## config.mk

```make
export PLATFORM = sky130hd
export DESIGN_NAME = uart_rx_fifo
export DESIGN_NICKNAME = d
export VERILOG_FILES = /design/src/rtl/uart_rx_fifo.sv
export SDC_FILE = /design/constraint.sdc
export NUM_CORES = 1
export LEC_CHECK = 0
export CAP_MARGIN = 0
export CELL_PAD_IN_SITES_DETAIL_PLACEMENT = 0
export CELL_PAD_IN_SITES_GLOBAL_PLACEMENT = 2
export CORE_ASPECT_RATIO = 1.4
export CORE_UTILIZATION = 41
export DETAILED_ROUTE_END_ITERATION = 16
export HOLD_SLACK_MARGIN = 0.08
export PLACE_DENSITY_LB_ADDON = 0.15
export SLEW_MARGIN = 10
export SYNTH_ARGS = -nofsm -noshare
export SYNTH_HDL_FRONTEND = slang
export SYNTH_SLANG_ARGS = --single-unit
```

## constraint.sdc

```tcl
create_clock -name CLK -period 2.5 [get_ports CLK]
set_input_delay 0.5 -clock CLK [delete_from_list [all_inputs] [get_ports CLK]]
set_output_delay 0.5 -clock CLK [all_outputs]
set_load 0.02 [all_outputs]
```

## src/rtl/uart_rx_fifo.sv

```systemverilog
// 8N1 UART receiver, oversampled by the system clock, with a small
// first-word-fall-through FIFO presenting received bytes on valid/ready.
module uart_rx_fifo #(
    parameter int CLKS_PER_BIT = 434,
    parameter int FIFO_DEPTH   = 4
) (
    input  logic       CLK,
    input  logic       RESET,
    input  logic       RXD,
    output logic [7:0] RX_DATA,
    output logic       RX_VALID,
    input  logic       RX_READY,
    output logic       FRAME_ERR,
    output logic       OVERRUN,
    output logic       BUSY
);

    localparam int CW = $clog2(CLKS_PER_BIT);
    localparam int AW = $clog2(FIFO_DEPTH);
    localparam logic [CW-1:0] HALF_M1 = CW'(CLKS_PER_BIT / 2 - 1);
    localparam logic [CW-1:0] FULL_M1 = CW'(CLKS_PER_BIT - 1);
    localparam logic [AW:0]   DEPTH_C = (AW + 1)'(FIFO_DEPTH);

    typedef enum logic [2:0] {
        ST_IDLE  = 3'd0,
        ST_START = 3'd1,
        ST_DATA  = 3'd2,
        ST_STOP  = 3'd3,
        ST_BRK   = 3'd4
    } state_t;

    logic          sync1_r;
    logic          rxs_r;
    state_t        state_r;
    state_t        state_n;
    logic [CW-1:0] cnt_r;
    logic [CW-1:0] cnt_n;
    logic [2:0]    bit_r;
    logic [2:0]    bit_n;
    logic [7:0]    shift_r;
    logic [7:0]    shift_n;
    logic          push_req_s;
    logic          ferr_s;

    logic [7:0]    mem_r [FIFO_DEPTH];
    logic [AW-1:0] wr_ptr_r;
    logic [AW-1:0] rd_ptr_r;
    logic [AW:0]   count_r;
    logic          ferr_r;
    logic          ovr_r;
    logic          busy_r;

    logic          valid_s;
    logic          full_s;
    logic          pop_s;
    logic          push_s;
    logic          ovr_s;

    // Receiver next-state: all timing is counted from the synchronized line.
    always_comb begin
        state_n    = state_r;
        cnt_n      = cnt_r + CW'(1);
        bit_n      = bit_r;
        shift_n    = shift_r;
        push_req_s = 1'b0;
        ferr_s     = 1'b0;
        case (state_r)
            ST_IDLE: begin
                cnt_n = '0;
                if (!rxs_r) begin
                    state_n = ST_START;
                end else begin
                    state_n = ST_IDLE;
                end
            end
            ST_START: begin
                if (cnt_r == HALF_M1) begin
                    cnt_n = '0;
                    bit_n = 3'd0;
                    if (rxs_r) begin
                        state_n = ST_IDLE;
                    end else begin
                        state_n = ST_DATA;
                    end
                end else begin
                    state_n = ST_START;
                end
            end
            ST_DATA: begin
                if (cnt_r == FULL_M1) begin
                    cnt_n   = '0;
                    shift_n = {rxs_r, shift_r[7:1]};
                    if (bit_r == 3'd7) begin
                        state_n = ST_STOP;
                    end else begin
                        bit_n = bit_r + 3'd1;
                    end
                end else begin
                    state_n = ST_DATA;
                end
            end
            ST_STOP: begin
                // Leaving at mid-stop-bit lets a start bit follow with no gap.
                if (cnt_r == FULL_M1) begin
                    cnt_n = '0;
                    if (rxs_r) begin
                        push_req_s = 1'b1;
                        state_n    = ST_IDLE;
                    end else begin
                        ferr_s  = 1'b1;
                        state_n = ST_BRK;
                    end
                end else begin
                    state_n = ST_STOP;
                end
            end
            ST_BRK: begin
                cnt_n = '0;
                if (rxs_r) begin
                    state_n = ST_IDLE;
                end else begin
                    state_n = ST_BRK;
                end
            end
            default: begin
                state_n = ST_IDLE;
                cnt_n   = '0;
            end
        endcase
    end

    // A pop frees the slot the push needs, so full-with-pop still accepts.
    always_comb begin
        valid_s = (count_r != '0);
        full_s  = (count_r == DEPTH_C);
        pop_s   = valid_s & RX_READY;
        push_s  = push_req_s & (~full_s | pop_s);
        ovr_s   = push_req_s & full_s & ~pop_s;
    end

    // Synchronizer, receiver state and status pulses.
    always_ff @(posedge CLK) begin
        if (RESET) begin
            sync1_r <= 1'b1;
            rxs_r   <= 1'b1;
            state_r <= ST_IDLE;
            cnt_r   <= '0;
            bit_r   <= 3'd0;
            shift_r <= 8'h00;
            ferr_r  <= 1'b0;
            ovr_r   <= 1'b0;
            busy_r  <= 1'b0;
        end else begin
            sync1_r <= RXD;
            rxs_r   <= sync1_r;
            state_r <= state_n;
            cnt_r   <= cnt_n;
            bit_r   <= bit_n;
            shift_r <= shift_n;
            ferr_r  <= ferr_s;
            ovr_r   <= ovr_s;
            busy_r  <= (state_n != ST_IDLE);
        end
    end

    // FIFO storage, pointers and occupancy.
    always_ff @(posedge CLK) begin
        if (RESET) begin
            for (int i = 0; i < FIFO_DEPTH; i++) begin
                mem_r[i] <= 8'h00;
            end
            wr_ptr_r <= '0;
            rd_ptr_r <= '0;
            count_r  <= '0;
        end else begin
            if (push_s) begin
                mem_r[wr_ptr_r] <= shift_r;
                wr_ptr_r        <= wr_ptr_r + AW'(1);
            end
            if (pop_s) begin
                rd_ptr_r <= rd_ptr_r + AW'(1);
            end
            case ({push_s, pop_s})
                2'b10:   count_r <= count_r + (AW + 1)'(1);
                2'b01:   count_r <= count_r - (AW + 1)'(1);
                default: count_r <= count_r;
            endcase
        end
    end

    assign RX_DATA   = mem_r[rd_ptr_r];
    assign RX_VALID  = valid_s;
    assign FRAME_ERR = ferr_r;
    assign OVERRUN   = ovr_r;
    assign BUSY      = busy_r;

endmodule

```

==> reports/qor.yml <==
setup_path:
  cp_top_family: "buffers and inverters"
  slowest_delay_ps: 540
  r2r-start: "cnt_r[1]"
  cp.required_ps: 2000
  path_class: "flip-flop to primary output"
  critPathCaptureType: "primary output"
  r2r_setup_slack_ps: 270
  cp-start-kind: "flip-flop"
  path_cells: "buf_4 -> mux4_2 -> clkdlybuf4s50_1"
  cp_slowest_cell: "clkdlybuf4s50_1"
  rr_worst_depth: 10
  path_buf_inv: 2
  worstReg2RegEnd: "count_r[2]"
  worstPathArrival_ps: 1910
  crit_path_max_fanout: 8
timing:
  hold_viol_final: 0
  grt_setup_unrepaired: "false"
  fmax_mhz: 414
  period_share_pct: 96.6
  fin_tns_setup_ps: 0
  fin_crit_ps: 2410
  worst_slack_ps: 85.5
  final_max_slew_viol_count: 0
  relSlewSlack_pct: 51.0
  fin_skew_ps: 6.90
  setup_viol: 0
  tightestPinTransition_ps: 732
floorplanning:
  die_h_um: 107
  die_x_um: 77.0
  rows: 37
  core_um2: 7500
  initial_utilization_pct: 43.0
  die-area_um2: 8230
  io_pins: 16
detailed_routing:
  drtAntennaViolNets: 0
  routed_via_density: 5.06
  drtIter0Drc: 39
  wl_um: 5990
  remaining_drc_errors: 0
  via_count: 2038
  dr.pass1.iters: 4
  post_drt_wl_per_cell_um: 14.9
worst_hold_path:
  hold_class: "flip-flop to flip-flop"
  hp-start: "sync1_r"
  hold_path_end: "rxs_r"
  holdPathStages: 1
power:
  p_leak_uw: 0.00146
  ir_drop_v: 0.000283
  powerDensity_nw_per_um2: 562
global_routing:
  antenna_found_initial: 0
  grt_start_max_net_pins: 37
  overflow: 0
  first_global_vias: 1988
  track_usage_pct: 16.0
  grt_pass1_wl_um: 9900
logic_synthesis:
  yosysWarningCount: 0
  netlist_instances: 275
  ys.flop_type: "dfxtp_1"
  yosysSeqAreaShare_pct: 52.8
  syn_avg_cell_area_um2: 11.7
  synthArstFlopShare_pct: 0
  synth_seq_cells: 69
  ys_types: 57
  synth.cell_area_um2: 3220
  synth-edff-count: 32
  syn_nets: 285
clock_network:
  cts.sinks: 69
  clk_latency_ps: 350
  root_buffer: "clkbuf_8"
  cts_tree: "done"
  clk_pin_slew_ps: 80
  clock_path_buffers: 2
  htree_levels: 3
  numCtsBuffers: 9
finish:
  fin_nets: 311
  diodes: 0
  layout-drive-gt1-share_pct: 16.3
  final_common_cell: "dfxtp_1"
  finalNonFillerCells: 403
  syn_to_final_growth_pct: 16.1
  most-common-layout-cells: "37 x dfxtp_1, 34 x nor2_1, 32 x and2_1, 32 x edfxtp_1, 13 x buf_4"
  n_fill_cell: 725
flow_run:
  maxCapViolations: 0
place:
  gp_congestion: 0.825
  post-dp-hpwl_um: 4340
  place_inst: 387
  port_buffers: 15
  place_ws_ps: 57.0
outcome:
  status: "complete, no violations"
==> logic make-up (layout without fill, tap and decap cells) <==
group           after synthesis  count (layout)  share of synthesized area, %
simple gates                125             125                          24.6
flops                        69              69                          52.8
compound gates               25              25                          5.63
buf+inv                      22              53                          2.87
mux                          19              19                          9.08
xor+xnor                      9               9                          2.44
fa+ha+maj                     6               6                          2.56
==> per-stage QoR <==
stage / hold WS (ps) / area (um^2) / utilization, % / total power (uW)
2_1_floorplan: 389 / 3220 / - / 1270
3_3_place_gp: 397 / 3550 / 47.3 / 1310
3_5_place_dp: 396 / 3550 / 47.3 / 1310
4_1_cts: 414 / 3730 / 49.7 / 2120
5_1_grt: 435 / 3740 / 49.9 / 2180
6_report: 412 / 3740 / 49.9 / 2100
==> how the worst max path moves through the flow <==
stage / start / to / slack, ps / cells past startpoint
after floorplan: cnt_r[1] / count_r[2] / 330 / 11
after global placement: RX_READY / count_r[2] / 110 / 8
after detailed placement: RX_READY / count_r[2] / 60 / 8
after CTS: flip-flop / RX_DATA[5] / 30 / 3
after global routing: flip-flop / RX_DATA[3] / 3 / 3
final: flip-flop / RX_DATA[3] / 90 / 3
==> synth_stat cells, types with 2 or more instances <==
library cell | instances | share of area [%]
inv_1 | 8 | 0.93
or2_2 | 3 | 0.58
xor2_1 | 3 | 0.82
a21oi_1 | 4 | 0.62
buf_2 | 2 | 0.31
and4b_1 | 2 | 0.62
nor3_1 | 4 | 0.62
nor4b_2 | 2 | 0.93
nand3_1 | 9 | 1.4
o21ai_0 | 3 | 0.47
clkbuf_1 | 10 | 1.2
o31a_1 | 2 | 0.54
a211oi_1 | 2 | 0.47
nor2_1 | 34 | 4.0
nand2_1 | 6 | 0.70
and3_1 | 2 | 0.39
a211o_1 | 2 | 0.54
xnor2_1 | 6 | 1.6
edfxtp_1 | 32 | 30
ha_1 | 5 | 1.9
or3_1 | 3 | 0.58
nor2b_1 | 3 | 0.58
mux2_1 | 2 | 0.70
or2_1 | 3 | 0.58
and4_1 | 2 | 0.54
nand4_1 | 3 | 0.58
mux2i_1 | 9 | 2.8
mux4_2 | 8 | 5.6
nor4b_1 | 3 | 0.82
dfxtp_1 | 37 | 23
and2_1 | 32 | 6.2
nand2b_1 | 3 | 0.58
a21o_1 | 2 | 0.47
==> what timing repair did <==
action,in CTS,in global routing
hold buffers,0,0
setup endpoints to repair,0,6
resized for setup,0,6
buffers inserted,0,0
==> state kept, by name (all words and copies together) (netlist names), named ones only <==
name	cells
BUSY	1
FRAME_ERR	1
OVERRUN	1
bit_r	3
cnt_r	9
count_r	3
mem_r	32
rd_ptr_r	2
rxs_r	1
shift_r	8
state_r	3
sync1_r	1
wr_ptr_r	2
==> metal layers <==
metal / global-route usage, % / wire (um) / up-vias
met4: 6.59 / 113 / 0
met3: 3.83 / 152 / 10
met1: 18.0 / 2460 / 966
li1: - / - / 1036
met5: 0 / 0 / -
met2: 28.8 / 3260 / 26
==> where the power goes <==
part | leakage (uW) | switching, uW | internal [uW]
combinational | 0.000756 | 44.3 | 34.0
clock | 0.0000755 | 454 | 366
sequential | 0.000632 | 7.50 | 1200
==> area by class of cell <==
class	instances	area (um^2)	area share, %
Clock inverter	6	47.5	1.27
Clock buffer	10	128	3.41
Sequential cell	69	1700	45.4
Timing Repair Buffer	29	280	7.48
Tap cell	97	121	3.24
Multi-Input combinational cell	184	1440	38.4
Inverter	8	30.0	0.802
(Power assumes the default switching activity.)
